**config.mk**
```make
export PLATFORM = sky130hd
export DESIGN_NAME = product_accumulator
export DESIGN_NICKNAME = d
export VERILOG_FILES = /design/src/rtl/mac_pkg.sv /design/src/rtl/sat_adder_nbit.sv /design/src/rtl/product_accumulator.sv
export SDC_FILE = /design/constraint.sdc
export NUM_CORES = 1
export LEC_CHECK = 0
export BUFFER_PORTS_ARGS = -buffer_cell sky130_fd_sc_hd__buf_2
export CORE_UTILIZATION = 45
export CTS_BUF_LIST = sky130_fd_sc_hd__clkbuf_16
export DETAILED_ROUTE_END_ITERATION = 12
export HOLD_SLACK_MARGIN = 0.05
export PLACE_DENSITY = 0.73
export SLEW_MARGIN = 20
export SYNTH_ARGS = -nofsm -noshare
export SYNTH_HDL_FRONTEND = slang
export SYNTH_SLANG_ARGS = --single-unit
```
**constraint.sdc**
```tcl
create_clock -name clk -period 5.7 [get_ports clk]
set_clock_uncertainty 0.2 [all_clocks]
set_input_delay 0.285 -clock clk [delete_from_list [all_inputs] [get_ports clk]]
set_output_delay 0.285 -clock clk [all_outputs]
set_load 0.02 [all_outputs]
```
**src/rtl/mac_pkg.sv**
```systemverilog
// rtl/mac_pkg.sv - shared definitions for the shift-and-add multiplier and product accumulator
package mac_pkg;

    typedef enum logic {
        ST_ACCUM = 1'b0,
        ST_HOLD  = 1'b1
    } acc_state_t;

    function automatic int clog2(input int value);
        int result;
        result = 0;
        while ((1 << result) < value) begin
            result = result + 1;
        end
        return result;
    endfunction

    function automatic int prod_width(input int n);
        return 2 * n + 1;
    endfunction

endpackage

```
**src/rtl/sat_adder_nbit.sv**
```systemverilog
// rtl/sat_adder_nbit.sv - combinational unsigned saturating adder
module sat_adder_nbit #(
    parameter int W = 20
) (
    input  logic [W-1:0] a,
    input  logic [W-1:0] b,
    output logic [W-1:0] sum,
    output logic         sat
);

    logic [W:0] full;

    always_comb begin
        full = {1'b0, a} + {1'b0, b};
        sat  = full[W];
        sum  = full[W] ? {W{1'b1}} : full[W-1:0];
    end

endmodule

```
**src/rtl/product_accumulator.sv**
```systemverilog
// rtl/product_accumulator.sv - sums VEC_LEN multiplier products into a saturating dot-product result
module product_accumulator
    import mac_pkg::*;
#(
    parameter int N       = 8,
    parameter int VEC_LEN = 4,
    parameter int ACC_W   = 20
) (
    input  logic                      clk,
    input  logic                      rst,
    input  logic                      clr,
    input  logic [prod_width(N)-1:0]  in_prod,
    input  logic                      in_valid,
    output logic                      in_ready,
    output logic [ACC_W-1:0]          out_sum,
    output logic                      out_ovf,
    output logic                      out_valid,
    input  logic                      out_ready
);

    localparam int PW = prod_width(N);
    localparam int CW = clog2(VEC_LEN + 1);

    if (ACC_W < PW) begin : g_bad_acc_w
        $error("product_accumulator: ACC_W must be >= 2*N+1");
    end
    if (VEC_LEN < 1 || VEC_LEN > 255) begin : g_bad_vec_len
        $error("product_accumulator: VEC_LEN must be in 1..255");
    end

    acc_state_t        state, state_n;
    logic [ACC_W-1:0]  acc, acc_n;
    logic [CW-1:0]     cnt, cnt_n;
    logic              ovf_r, ovf_n;
    logic [ACC_W-1:0]  out_sum_n;
    logic              out_ovf_n;
    logic              out_valid_n;
    logic [ACC_W-1:0]  add_sum;
    logic              add_sat;

    sat_adder_nbit #(.W(ACC_W)) u_sat_add (
        .a   (acc),
        .b   (ACC_W'(in_prod)),
        .sum (add_sum),
        .sat (add_sat)
    );

    assign in_ready = (state == ST_ACCUM);

    always_comb begin
        state_n     = state;
        acc_n       = acc;
        cnt_n       = cnt;
        ovf_n       = ovf_r;
        out_sum_n   = out_sum;
        out_ovf_n   = out_ovf;
        out_valid_n = out_valid;
        if (clr) begin
            state_n     = ST_ACCUM;
            acc_n       = '0;
            cnt_n       = '0;
            ovf_n       = 1'b0;
            out_valid_n = 1'b0;
        end else begin
            case (state)
                ST_ACCUM: begin
                    if (in_valid) begin
                        acc_n = add_sum;
                        cnt_n = cnt + CW'(1);
                        ovf_n = ovf_r | add_sat;
                        // Final product of the vector: publish the result on the same edge.
                        if (cnt == CW'(VEC_LEN - 1)) begin
                            state_n     = ST_HOLD;
                            out_sum_n   = add_sum;
                            out_ovf_n   = ovf_r | add_sat;
                            out_valid_n = 1'b1;
                        end
                    end
                end
                ST_HOLD: begin
                    if (out_ready) begin
                        state_n     = ST_ACCUM;
                        acc_n       = '0;
                        cnt_n       = '0;
                        ovf_n       = 1'b0;
                        out_valid_n = 1'b0;
                    end
                end
                default: state_n = ST_ACCUM;
            endcase
        end
    end

    always_ff @(posedge clk or negedge rst) begin
        if (!rst) begin
            state     <= ST_ACCUM;
            acc       <= '0;
            cnt       <= '0;
            ovf_r     <= 1'b0;
            out_sum   <= '0;
            out_ovf   <= 1'b0;
            out_valid <= 1'b0;
        end else begin
            state     <= state_n;
            acc       <= acc_n;
            cnt       <= cnt_n;
            ovf_r     <= ovf_n;
            out_sum   <= out_sum_n;
            out_ovf   <= out_ovf_n;
            out_valid <= out_valid_n;
        end
    end

endmodule

```
; ---- Yosys cells after proc, flatten, opt, wreduce, memory -nomap -nowiden
; Cells that the tools add are included.
[word_totals]
regBits = 47
latch_bits = 0
ram_bits = 0
mem_bits_ro = 0
in_bits = 22
word_cells = 41
memories = 0
[classes]
n_addsub = 2
mul = 0
div_mod_pow = 0
magnitude_cmp = 0
eq_ne = 4
shifts = 0
mux = 22
n_bitwise = 3
n_reduce_logical = 3
[op_table]
columns = cell, n
row1 = $mux W20, 4
row2 = $pmux W20 S2, 1
row3 = $add A20 B17 Y21, 1
row4 = $mux W1, 10
row5 = $mux W3, 3
row6 = $ne A3 B3 Y1 const B, 2
row7 = $pmux W1 S2, 3
row8 = $pmux W3 S2, 1
row9 = $reduce_and A4 Y1, 1
row10 = $add A3 B1 Y3 const B, 1
row11 = $eq A3 B2 Y1 const B, 1
row12 = $ne A3 B2 Y1 const B, 1
row13 = $reduce_and A3 Y1, 1
row14 = $not A1 Y1, 2
row15 = $reduce_and A2 Y1, 1
row16 = $or A1 B1 Y1, 1

; ---- Logic depth before layout (Yosys ltp)
; Gate-level depths: netlist of run 1.
[logic_depth]
word_depth = 5
ltp_mapped = 10
depth_no_buf = 9

; ---- By module
; A second synthesis of run 1 with hierarchy kept.
[unflattened]
hier_cells = 268
area_unflattened_um2 = 2946.6
[by_module_without_submodules]
columns = mod, n_inst, cells_each, area_each_um2
row1 = product_accumulator, 1, 120, 1923.1
row2 = sat_adder_nbit, 1, 148, 1023.5

; ---- Worst setup path before layout of run 1
; OpenSTA, ideal clock, no wires.
[synth_timing]
kind = register -> register
startpoint = register acc[0]
endpoint = register acc[14]
t_arrival_ns = 2.442
required_ns = 5.370
slack_ns = 2.928
path_stages_with_launch = 11
path_buffers = 1
synth_period_minus_slack_ns = 2.772
cell_sequence = dfrtp_1 > ha_1 > fa_1 > a21o_1 > a221o_1 > a211oi_2 > o31ai_4 > nor3b_4 > buf_6 > nor2_1 > o21ai_1
[synth_between]
elab_chain_cells = 5
[synth_rtl]
columns = element, line
row1 = from (decl), product_accumulator.sv:32  ; logic [ACC_W-1:0] acc, acc_n;
row2 = from (signal assigned), product_accumulator.sv:105  ; acc <= acc_n;
row3 = $add A20 B17 Y21, sat_adder_nbit.sv:14  ; full = {1'b0, a} + {1'b0, b};
row4 = $mux W20, sat_adder_nbit.sv:16  ; sum = full[W] ? {W{1'b1}} : full[W-1:0];
row5 = $mux W20, product_accumulator.sv:67  ; if (in_valid) begin
row6 = $pmux W20 S2, product_accumulator.sv:65  ; case (state)
row7 = $mux W20, product_accumulator.sv:58  ; if (clr) begin
; No other way between the ends. The select of a mux whose other input is x is not followed.
; A chain may end at the register's enable or synchronous reset.

; ---- Worst setup path in the final report of run 1
[layout_timing]
startpoint = register acc[0]
endpoint = register acc[16]
; The elaborated chain is that of the path after synthesis.

==> impl_metrics.toml, run 1 <==
[floorplan]
die_area_sq_um = 6460
start_util_pct = 46.7
die_x_microns = 80.4
core_sq_um = 5920
die_h_microns = 80.4
ioPinCount = 45
rows = 28

[grt]
grt_pass1_wl_microns = 10600
grt_pass1_vias = 2312
grt_use_met3_pct = 3.75
grt_util_met2_pct = 35.0
grt_antenna_before_repair = 0
overflow = 0
met1_usage_pct = 27.5
grt_max_degree = 48
busiest_layer = "met2"
grtUsageTotal_pct = 21.3

[sta]
rsz0062_at_grt = "false"
report.final.hold_viol_count = 0
setup-tns-final_ns = 0
min_period_ns = 3.05
finalMaxSlewViolations = 0
setup_viol = 0
fmax_mhz = 328
relSlewSlack_pct = 44.6
tightest_slew_ns = 0.830
period_share_pct = 53.5

[yosys]
synth_area_per_cell_sq_um = 8.98
syn-cell-area_sq_um = 2770
syn-num-nets = 350
ys_types = 48
seq_area_frac_synth_pct = 42.5
async_flop_share_pct = 100
synth_edf_count = 0
synth-main-ff-cell = "dfrtp_1"
synthesis.instances = 308
synth_seq_cells = 47
yosysWarningCount = 0

[final_layout]
multiInputGateArea_sq_um = 1520
final_cell_count_no_fill = 425
design_area_sq_um = 3210
antenna_cells = 0
postLayoutCoreUtil_pct = 54.2
fillers = 557
drive_gt1_share_pct = 17.4
nets = 391
syn_to_final_growth_pct = 16.1
regArea_sq_um = 1180

[clocking]
htreeDepth = 2
cts_setup_buffers = 0
tritoncts = "yes"
clkTransAtPathRegs_ns = 0.07
clock-sinks = 47
cts_buffers = 5
clk_path_buf_depth = 2
clock_latency_ns = 0.29
root_buffer = "clkbuf_16"

[route]
totalWireLength_microns = 6230
drtIter0Drc = 89
wire_per_inst_microns = 14.6
dr_total_vias = 2386
viasPerCell = 5.61
drcViolationCount = 0
postRouteAntennaNets = 0
firstDrtPassIters = 4

[critical_path]
regToRegEndpoint = "acc[16]"
cp_max_fo = 19
worstSetupStartpoint = "acc[0]"
cp.arrival_ns = 3.01
rr_worst_depth = 9
cp-end-kind = "register"
cp-endpoint = "acc[16]"
worst-setup-path-type = "reg2reg"
rrSetupSlack_ns = 2.65
start_kind = "register"
rr_startpoint = "acc[0]"
worstPathRequired_ns = 5.66

[pwr]
finalPower_mw = 1.07
p_leak_nw = 1.58
ir_drop_uv = 160
power_density_nw_per_um2 = 334

[place]
portBuffers = 44
dp_cells = 414
placed_area_sq_um = 3020
place_congestion = 0.836
dp_hpwl_microns = 4520

[worst_hold_path]
hp-class = "in2reg"
hold_depth = 3

[flow_run]
cap_violations = 0

[status]
status = "finished clean"
[synth_stat cells, types with 5 or more instances]
library cell   n  area share [%]
clkbuf_1      11             1.5
xnor2_1        9             2.8
a21o_1         7             1.9
nor3_1         5            0.90
ha_1          19             8.6
dfrtp_1       47              43
nor2_1        24             3.3
nand3_1        9             1.6
a31oi_1        6             1.4
nand2_1       47             6.4
inv_1          5            0.68
a21oi_1       22             4.0
o21ai_0       38             6.9
[state kept, by name (all words and copies together) (netlist names)]
name / flops
out_sum: 20
state: 1
acc: 20
cnt: 3
ovf_r: 1
out_valid: 1
out_ovf: 1
[layout make-up]
class,instances,area share [%]
clock inverter,3,0.896
tap,75,2.92
multi-input combinational,243,47.2
clock buffer,5,3.90
timing repair buffer,47,7.87
sequential,47,36.6
inverter,5,0.584
[placed cells by master, fill, tap and decap left out, types with 2 or more instances in the layout]
cell type and n:
a211o_1 2, a21o_1 7, a21oi_1 22, a221o_1 2, a221oi_1 2, a31oi_1 6, and2_1 4, and3_1 3
buf_2 43, clkbuf_16 5, dfrtp_1 47, dlygate4sd3_1 3, ha_1 19, inv_1 5, inv_6 2, mux2_2 2
nand2_1 46, nand3_1 9, nand4_1 2, nor2_1 24, nor2b_1 2, nor3_1 5, o21a_1 2, o21ai_0 38
o21ai_1 4, o22a_1 3, o22ai_1 2, o2bb2ai_1 2, o31ai_1 2, or2_2 2, xnor2_1 9, xor2_1 4
[worst max-delay path: stages (launching register included)]
cell and delay [ns]:
dfrtp_1 0.39, ha_1 0.21, fa_1 0.41, a21o_1 0.23
a221o_1 0.33, a211oi_2 0.40, o31ai_4 0.11, nor3b_4 0.26
nor3_1 0.25, o21ai_0 0.12
[through the flow]
stage	setup WS (ns)	hold WS, ns
final	2.65	0.0829
after global routing	2.45	0.0857
after CTS	2.62	0.0665
after detailed placement	2.62	0.253
after global placement	2.71	0.249
after floorplan	2.93	-0.211
[kinds of logic after synthesis]
group	after synthesis	synth area share (%)
and+or+nand+nor	105	17.2
AOI/OAI and AO/OA	103	23.2
DFF	47	42.5
adders and majority gates	20	9.32
buffers and inverters	18	2.76
xor gates and xnor gates	13	4.12
muxes	2	0.814
[power by group]
part / switching (mW) / internal, mW / total [mW] / leakage [nW]
clock: 0.138 / 0.169 / 0.307 / 0.0767
combinational: 0.214 / 0.142 / 0.356 / 0.865
sequential: 0.0281 / 0.383 / 0.411 / 0.635
total: 0.380 / 0.694 / 1.07 / 1.58
[how the worst min path moves through the flow]
stage,startpoint,to,slack (ns)
global placement,out_ovf,out_ovf,0.25
global route,in_valid,ovf_r,0.09
floorplan,rst,acc[0],-0.21
CTS,in_valid,ovf_r,0.07
finish,in_valid,ovf_r,0.08
detailed placement,out_ovf,out_ovf,0.25
[metal layers]
metal | vias up | share of wire [%]
met5 | - | 0
met4 | 0 | 1.6
met3 | 10 | 3.6
met2 | 53 | 48
li1 | 1189 | -
met1 | 1134 | 47
[repair_timing]
item	CTS	global route
gates resized for setup	0	0
hold buffers	3	0
hold endpoints to repair	49	0
Power figures use the tool's default switching activity.
==> inputs of run 2 (changes only) <==
--- a/config.mk
+++ b/config.mk
@@ -5,12 +5,13 @@
 export SDC_FILE = /design/constraint.sdc
 export NUM_CORES = 1
 export LEC_CHECK = 0
+export ABC_AREA = 1
 export BUFFER_PORTS_ARGS = -buffer_cell sky130_fd_sc_hd__buf_2
 export CORE_UTILIZATION = 45
 export CTS_BUF_LIST = sky130_fd_sc_hd__clkbuf_16
 export DETAILED_ROUTE_END_ITERATION = 12
 export HOLD_SLACK_MARGIN = 0.05
-export PLACE_DENSITY = 0.73
+export PLACE_DENSITY = 0.74
 export SLEW_MARGIN = 20
 export SYNTH_ARGS = -nofsm -noshare
 export SYNTH_HDL_FRONTEND = slang
==> constraint.sdc (replaced) <==
create_clock -name clk -period 2.6 [get_ports clk]
set_clock_uncertainty 0.2 [all_clocks]
set_input_delay 0.13 -clock clk [delete_from_list [all_inputs] [get_ports clk]]
set_output_delay 0.13 -clock clk [all_outputs]
set_load 0.02 [all_outputs]
==> run 2 against run 1 <==
Area after synthesis is 18% higher. Via count up 31%. Synthesized cell count increased by 55%. Hold slack gained 0.014 ns. Register-to-register slack lost 2.4 ns. Sequential share of layout area down 6.1 points. Setup slack got worse by 2.6 ns. Wire length rose by 40%. Flip-flop and latch count unchanged. Global-route usage up 3.1 points. Combinational power grew to 3.3 times the previous value. Critical path type is now in2reg. Critical endpoint is now acc[8].
==> impl_metrics.toml, run 2 <==
[final_layout]
final_cell_mix = "nand2_1 (209), inv_1 (61), dfrtp_1 (47)"
drive_gt1_share_pct = 17.4
final_cell_count_no_fill = 626
multiInputGateArea_sq_um = 1810
antenna_cells = 0
nets = 571
syn_to_final_growth_pct = 18.2
fillers = 682
regArea_sq_um = 1180
final_common_cell = "nand2_1"
reg_top3 = "acc: 20 flops, out_sum: 20 flops, cnt: 3 flops"
design_area_sq_um = 3850

[yosys]
synth.area.top_cells = "dfrtp_1 (36%), nand2_1 (24%), ha_1 (7.3%)"
yosysWarningCount = 0
synth_edf_count = 0
synth-xor-area-share_pct = 1.88
synth-main-ff-cell = "dfrtp_1"
synthesis.instances = 477
synthAdderAreaFrac_pct = 7.90
yosys.area.top_type_share_pct = 36.1
async_flop_share_pct = 100
syn-cell-area_sq_um = 3260
synthMuxAreaShare_pct = 0
synth_top_area_cell = "dfrtp_1"
syn-num-nets = 519
synth_compound_area_share_pct = 6.37
synthTopCellsByCount = "nand2_1 (209), inv_1 (61), dfrtp_1 (47)"
synth_top_family_by_area = "simple AND/OR/NAND/NOR gates"
ys_types = 31
seq_area_frac_synth_pct = 36.1
synthSimpleGateAreaFrac_pct = 38.2
synth_area_per_cell_sq_um = 6.84
synth.most_common_cell = "nand2_1"
synth_seq_cells = 47

[clocking]
root_buffer = "clkbuf_16"
clock-sinks = 47
htreeDepth = 2
clock_latency_ns = 0.29
cts_buffers = 5
clk_path_buf_depth = 2
tritoncts = "yes"
clkTransAtPathRegs_ns = 0.07

[place]
dp_cells = 611
place_congestion = 0.936
dp_hpwl_microns = 6530
placed_area_sq_um = 3570
preCtsSetupSlack_ns = 0.180
portBuffers = 44

[sta]
relSlewSlack_pct = 50.7
fmax_mhz = 400
tightest_slew_ns = 0.739
report.final.hold_viol_count = 0
finalMaxSlewViolations = 0
rsz0062_at_grt = "true"
setup_viol = 0
min_period_ns = 2.50
period_share_pct = 96.2
post-route-worst-setup-slack_ns = 0.0988

[route]
drtIter0Drc = 202
dr_total_vias = 3131
postRouteAntennaNets = 0
viasPerCell = 5.00
wire_per_inst_microns = 13.9
drcViolationCount = 0
firstDrtPassIters = 5
totalWireLength_microns = 8690

[worst_hold_path]
hp-class = "in2reg"
hp-start = "in_valid"
hold_depth = 4

[pwr]
power_density_nw_per_um2 = 762
finalPower_mw = 2.94
ir_drop_uv = 574
p_leak_nw = 2.29

[grt]
grtUsageTotal_pct = 24.3
grt_max_degree = 26
grt_pass1_vias = 2947
grt_antenna_before_repair = 0
overflow = 0
grt_pass1_wl_microns = 14100

[critical_path]
cp_num_buf_inv = 2
worst-setup-path-type = "in2reg"
rr_startpoint = "acc[0]"
cp-end-kind = "register"
worstSetupStartpoint = "in_prod[0]"
cp_cell_sequence = "dlygate4sd3_1 -> buf_2 -> ha_1 -> fa_2 -> nand3_1 -> nand3_2 -> nand2_1 -> nand2_1 -> xnor2_1 -> nand2_1 -> nand2_1 -> nand2_1"
slowest_delay_ns = 0.53
cp_max_fo = 3
critPathSlowestCell = "dlygate4sd3_1"
worstPathRequired_ns = 2.59
cp.depth = 12
path_common_cell = "nand2_1"
start_kind = "input pin"
rr_worst_depth = 10
cp.arrival_ns = 2.49
cp_top_family = "simple AND/OR/NAND/NOR gates"

[floorplan]
rows = 30
die_h_microns = 87.1
ioPinCount = 45
die_area_sq_um = 7590
core_sq_um = 6910
start_util_pct = 47.2
die_x_microns = 87.1

[status]
status = "finished clean"

[flow_run]
cap_violations = 0
-- run 2: changes by cell type in the layout (fill, tap and decap cells not counted), sizes merged, moves of 4 or more --
cell | previous run | this run
inv | 8 | 64
a21o | 7 | 0
buf | 44 | 49
o21ai | 42 | 13
a21oi | 22 | 15
nand3 | 9 | 28
nor2 | 24 | 40
nand2 | 47 | 215
xnor2 | 9 | 5
-- run 2: final timing paths --
kind                              end  slack, ns
setup / recovery               acc[8]        0.1
hold / removal                 cnt[2]        0.1
setup reg to reg               acc[8]       0.21
hold reg to reg            out_sum[9]       0.28
max in group asynchronous  out_sum[9]       1.31
min in group asynchronous       ovf_r       0.14
-- run 2: report_power, final --
| part | total (mW) | switching [mW] | internal, mW |
|---|---|---|---|
| logic | 1.16 | 0.754 | 0.406 |
| registers | 1.02 | 0.111 | 0.914 |
| clock network | 0.752 | 0.297 | 0.455 |
| total | 2.94 | 1.16 | 1.77 |
-- run 2: layout make-up --
class | count | share of cell area [%]
Tap cell | 96 | 3.12
Multi-Input combinational cell | 357 | 46.9
Inverter | 63 | 6.14
Clock inverter | 3 | 1.10
Clock buffer | 5 | 3.25
Timing Repair Buffer | 55 | 8.96
Sequential cell | 47 | 30.5
-- run 2: kinds of logic (layout without fill, tap and decap cells) --
family          Yosys count  in the layout
compound gates           36             36
xor+xnor                  7              7
fa+ha+maj                20             20
buf+inv                  73            126
flops                    47             47
simple gates            294            294
-- run 2: worst register-to-register path, delay by kind of cell, from the launching register on --
kind	cells	cell delay (ns)
AND/OR/NAND/NOR	7	0.67
flip-flops	1	0.38
adder cells (fa/ha/maj)	2	0.64
XOR/XNOR	1	0.38
-- run 2: per-stage QoR --
stage                     utilization (%)  hold slack (ns)  setup TNS, ns
after floorplan                         -           -0.366              0
after global placement               51.7          -0.0635              0
after detailed placement             51.7          -0.0584              0
after CTS                            54.8            0.106              0
after global routing                 55.8            0.165         -0.128
final                                55.8           0.0968              0
-- run 2: timing repair --
item / CTS / global route
resized for setup: 0 / 12
setup endpoints to repair: 0 / 37
endpoints found under the hold margin: 26 / 0
buffers inserted: 0 / 1
hold buffers: 5 / 0
-- run 2: metal layers --
layer | GRT usage, % | up-vias | part of all wire, %
met1 | 34.4 | 1434 | 48
met2 | 38.6 | 105 | 44
li1 | - | 1578 | -
met4 | 8.20 | 0 | 1.9
met3 | 3.22 | 14 | 5.8
met5 | 0 | - | 0
==> inputs of run 3 (changes only) <==
--- a/config.mk
+++ b/config.mk
@@ -11,7 +11,8 @@
 export CTS_BUF_LIST = sky130_fd_sc_hd__clkbuf_16
 export DETAILED_ROUTE_END_ITERATION = 12
 export HOLD_SLACK_MARGIN = 0.05
-export PLACE_DENSITY = 0.74
+export PLACE_DENSITY = 0.67
+export SETUP_SLACK_MARGIN = 0.2
 export SLEW_MARGIN = 20
 export SYNTH_ARGS = -nofsm -noshare
 export SYNTH_HDL_FRONTEND = slang
==> run 3 against run 2 <==
Setup slack improved by 0.18 ns. Non-clock buffer count unchanged. Core utilization decreased by 0.34 points. Global-route usage about the same. Register-to-register slack improved by 0.07 ns. Power decreased by 2.9%. Combinational power about the same. Critical endpoint is now out_sum[18]. Sequential power about the same.
==> impl_metrics.toml, run 3 (synthesized netlist as in run 2, its figures left out) <==
[grt]
busiest_layer = "met2"
grt_antenna_before_repair = 0
grt_pass1_vias = 2958
overflow = 0
grt_max_degree = 48
grt_util_met2_pct = 37.0
grtUsageTotal_pct = 24.3
met1_usage_pct = 35.9
grt_pass1_wl_microns = 14300
grt_use_met3_pct = 3.60

[pwr]
netSwitchingPower_mw = 1.17
p_leak_nw = 2.26
swShare_pct = 41.1
power.share.sequential_pct = 36.0
clockPowerShare_pct = 22.8
finalPower_mw = 2.85
ir_drop_uv = 412
comb_power_share_pct = 41.3
power.internal_mw = 1.68
power_density_nw_per_um2 = 745

[final_layout]
fillers = 661
final_common_cell = "nand2_1"
antenna_cells = 0
reg_top3 = "acc: 20 flops, out_sum: 20 flops, cnt: 3 flops"
nets = 571
multiInputGateArea_sq_um = 1820
regArea_sq_um = 1180
final_cell_mix = "nand2_1 (209), inv_1 (61), dfrtp_1 (47)"
syn_to_final_growth_pct = 17.5
drive_gt1_share_pct = 17.9

[sta]
rsz0062_at_grt = "false"
fmax_mhz = 432
period_share_pct = 89.1
tightest_slew_ns = 0.777
relSlewSlack_pct = 48.1
finalMaxSlewViolations = 0
min_period_ns = 2.32
setup-tns-final_ns = 0
report.final.hold_viol_count = 0
setup_viol = 0

[floorplan]
die_h_microns = 87.1
start_util_pct = 47.2
core_sq_um = 6910
die_x_microns = 87.1
rows = 30
ioPinCount = 45
die_area_sq_um = 7590

[critical_path]
cp.arrival_ns = 2.29
rr_worst_depth = 12
cp_cell_sequence = "ha_1 -> nand2_1 -> nand2_1 -> nand2_1 -> nand2_2 -> a21oi_4 -> nand2_1 -> nor2_2 -> buf_12 -> nand3_2 -> nand2_1 -> nand2_1"
path_common_cell = "nand2_1"
start_kind = "register"
slowest_delay_ns = 0.42
cp_max_fo = 13
worst-setup-path-type = "reg2reg"
cp_top_family = "simple AND/OR/NAND/NOR gates"
worstSetupStartpoint = "acc[13]"
cp_num_buf_inv = 1
worstPathRequired_ns = 2.57
rr_startpoint = "acc[13]"
critPathSlowestCell = "dfrtp_1"
cp.depth = 12
cp-end-kind = "register"

[route]
totalWireLength_microns = 8790
drcViolationCount = 0
viasPerCell = 5.05
dr_total_vias = 3164
wire_per_inst_microns = 14.0
firstDrtPassIters = 5
postRouteAntennaNets = 0
drtIter0Drc = 287

[clocking]
clock-sinks = 47
htreeDepth = 2
root_buffer = "clkbuf_16"
clk_path_buf_depth = 2
cts_buffers = 5
clkTransAtPathRegs_ns = 0.07
clock_latency_ns = 0.29
tritoncts = "yes"

[place]
dp_hpwl_microns = 6490
portBuffers = 44
place_congestion = 0.953

[status]
status = "finished clean"

[worst_hold_path]
hp-start = "in_prod[1]"
hold_depth = 4
hp-class = "in2reg"

[flow_run]
cap_violations = 0
==> run 3: layer usage <==
metal | up-vias | part of all wire (%)
li1 | 1579 | -
met4 | 0 | 2.3
met2 | 105 | 44
met1 | 1461 | 48
met3 | 19 | 6.1
met5 | - | 0
==> run 3: path summary, 6_finish.rpt <==
path / to / slack (ns)
max: out_sum[18] / 0.28
max reg2reg: out_sum[18] / 0.28
min: acc[1] / 0.13
min reg2reg: cnt[0] / 0.28
max in group asynchronous: acc[10] / 1.52
min in group asynchronous: cnt[1] / 0.27
==> run 3: final cells by class <==
cell class / instances / share of cell area, %
multi-input combinational: 357 / 47.6
tap: 96 / 3.14
sequential: 47 / 30.7
inverter: 63 / 6.17
clock buffer: 5 / 3.27
timing repair buffer: 55 / 8.56
clock inverter: 3 / 0.523
==> run 3: worst reg2reg max path: stages, from the launching register on <==
cell     delay (ns)
dfrtp_1        0.42
ha_1           0.38
nand2_1        0.10
nand2_1        0.08
nand2_1        0.08
nand2_2        0.08
a21oi_4        0.19
nand2_1        0.11
nor2_2         0.17
buf_12         0.18
nand3_2        0.09
nand2_1        0.06
nand2_1        0.07
==> run 3: power by group through the flow <==
stage | registers (mW) | logic, mW | clock network, mW
after detailed placement | 1.03 | 1.13 | 0
after floorplan | 1.18 | 0.637 | 0
after global placement | 1.03 | 1.12 | 0
after CTS | 1.02 | 1.15 | 0.661
after global routing | 1.05 | 1.31 | 0.677
final | 1.03 | 1.18 | 0.649
==> run 3: timing repair <==
item,CTS,global route
resized for setup,2,14
endpoints found under the setup margin,10,25
hold endpoints to repair,51,0
pin swaps,0,2
hold buffers,5,0
setup buffers,0,1
==> run 3: per-stage QoR <==
stage / area [sq um] / hold WS, ns / instances / setup slack [ns] / util [%]
2_1_floorplan: 3260 / -0.366 / 477 / 0.433 / -
5_1_grt: 3830 / 0.161 / 626 / 0.173 / 55.5
3_5_place_dp: 3580 / 0.0721 / 612 / 0.129 / 51.8
6_report: 3830 / 0.125 / 626 / 0.283 / 55.5
3_3_place_gp: 3580 / 0.0635 / 612 / 0.268 / 51.8
4_1_cts: 3770 / 0.113 / 625 / 0.209 / 54.6
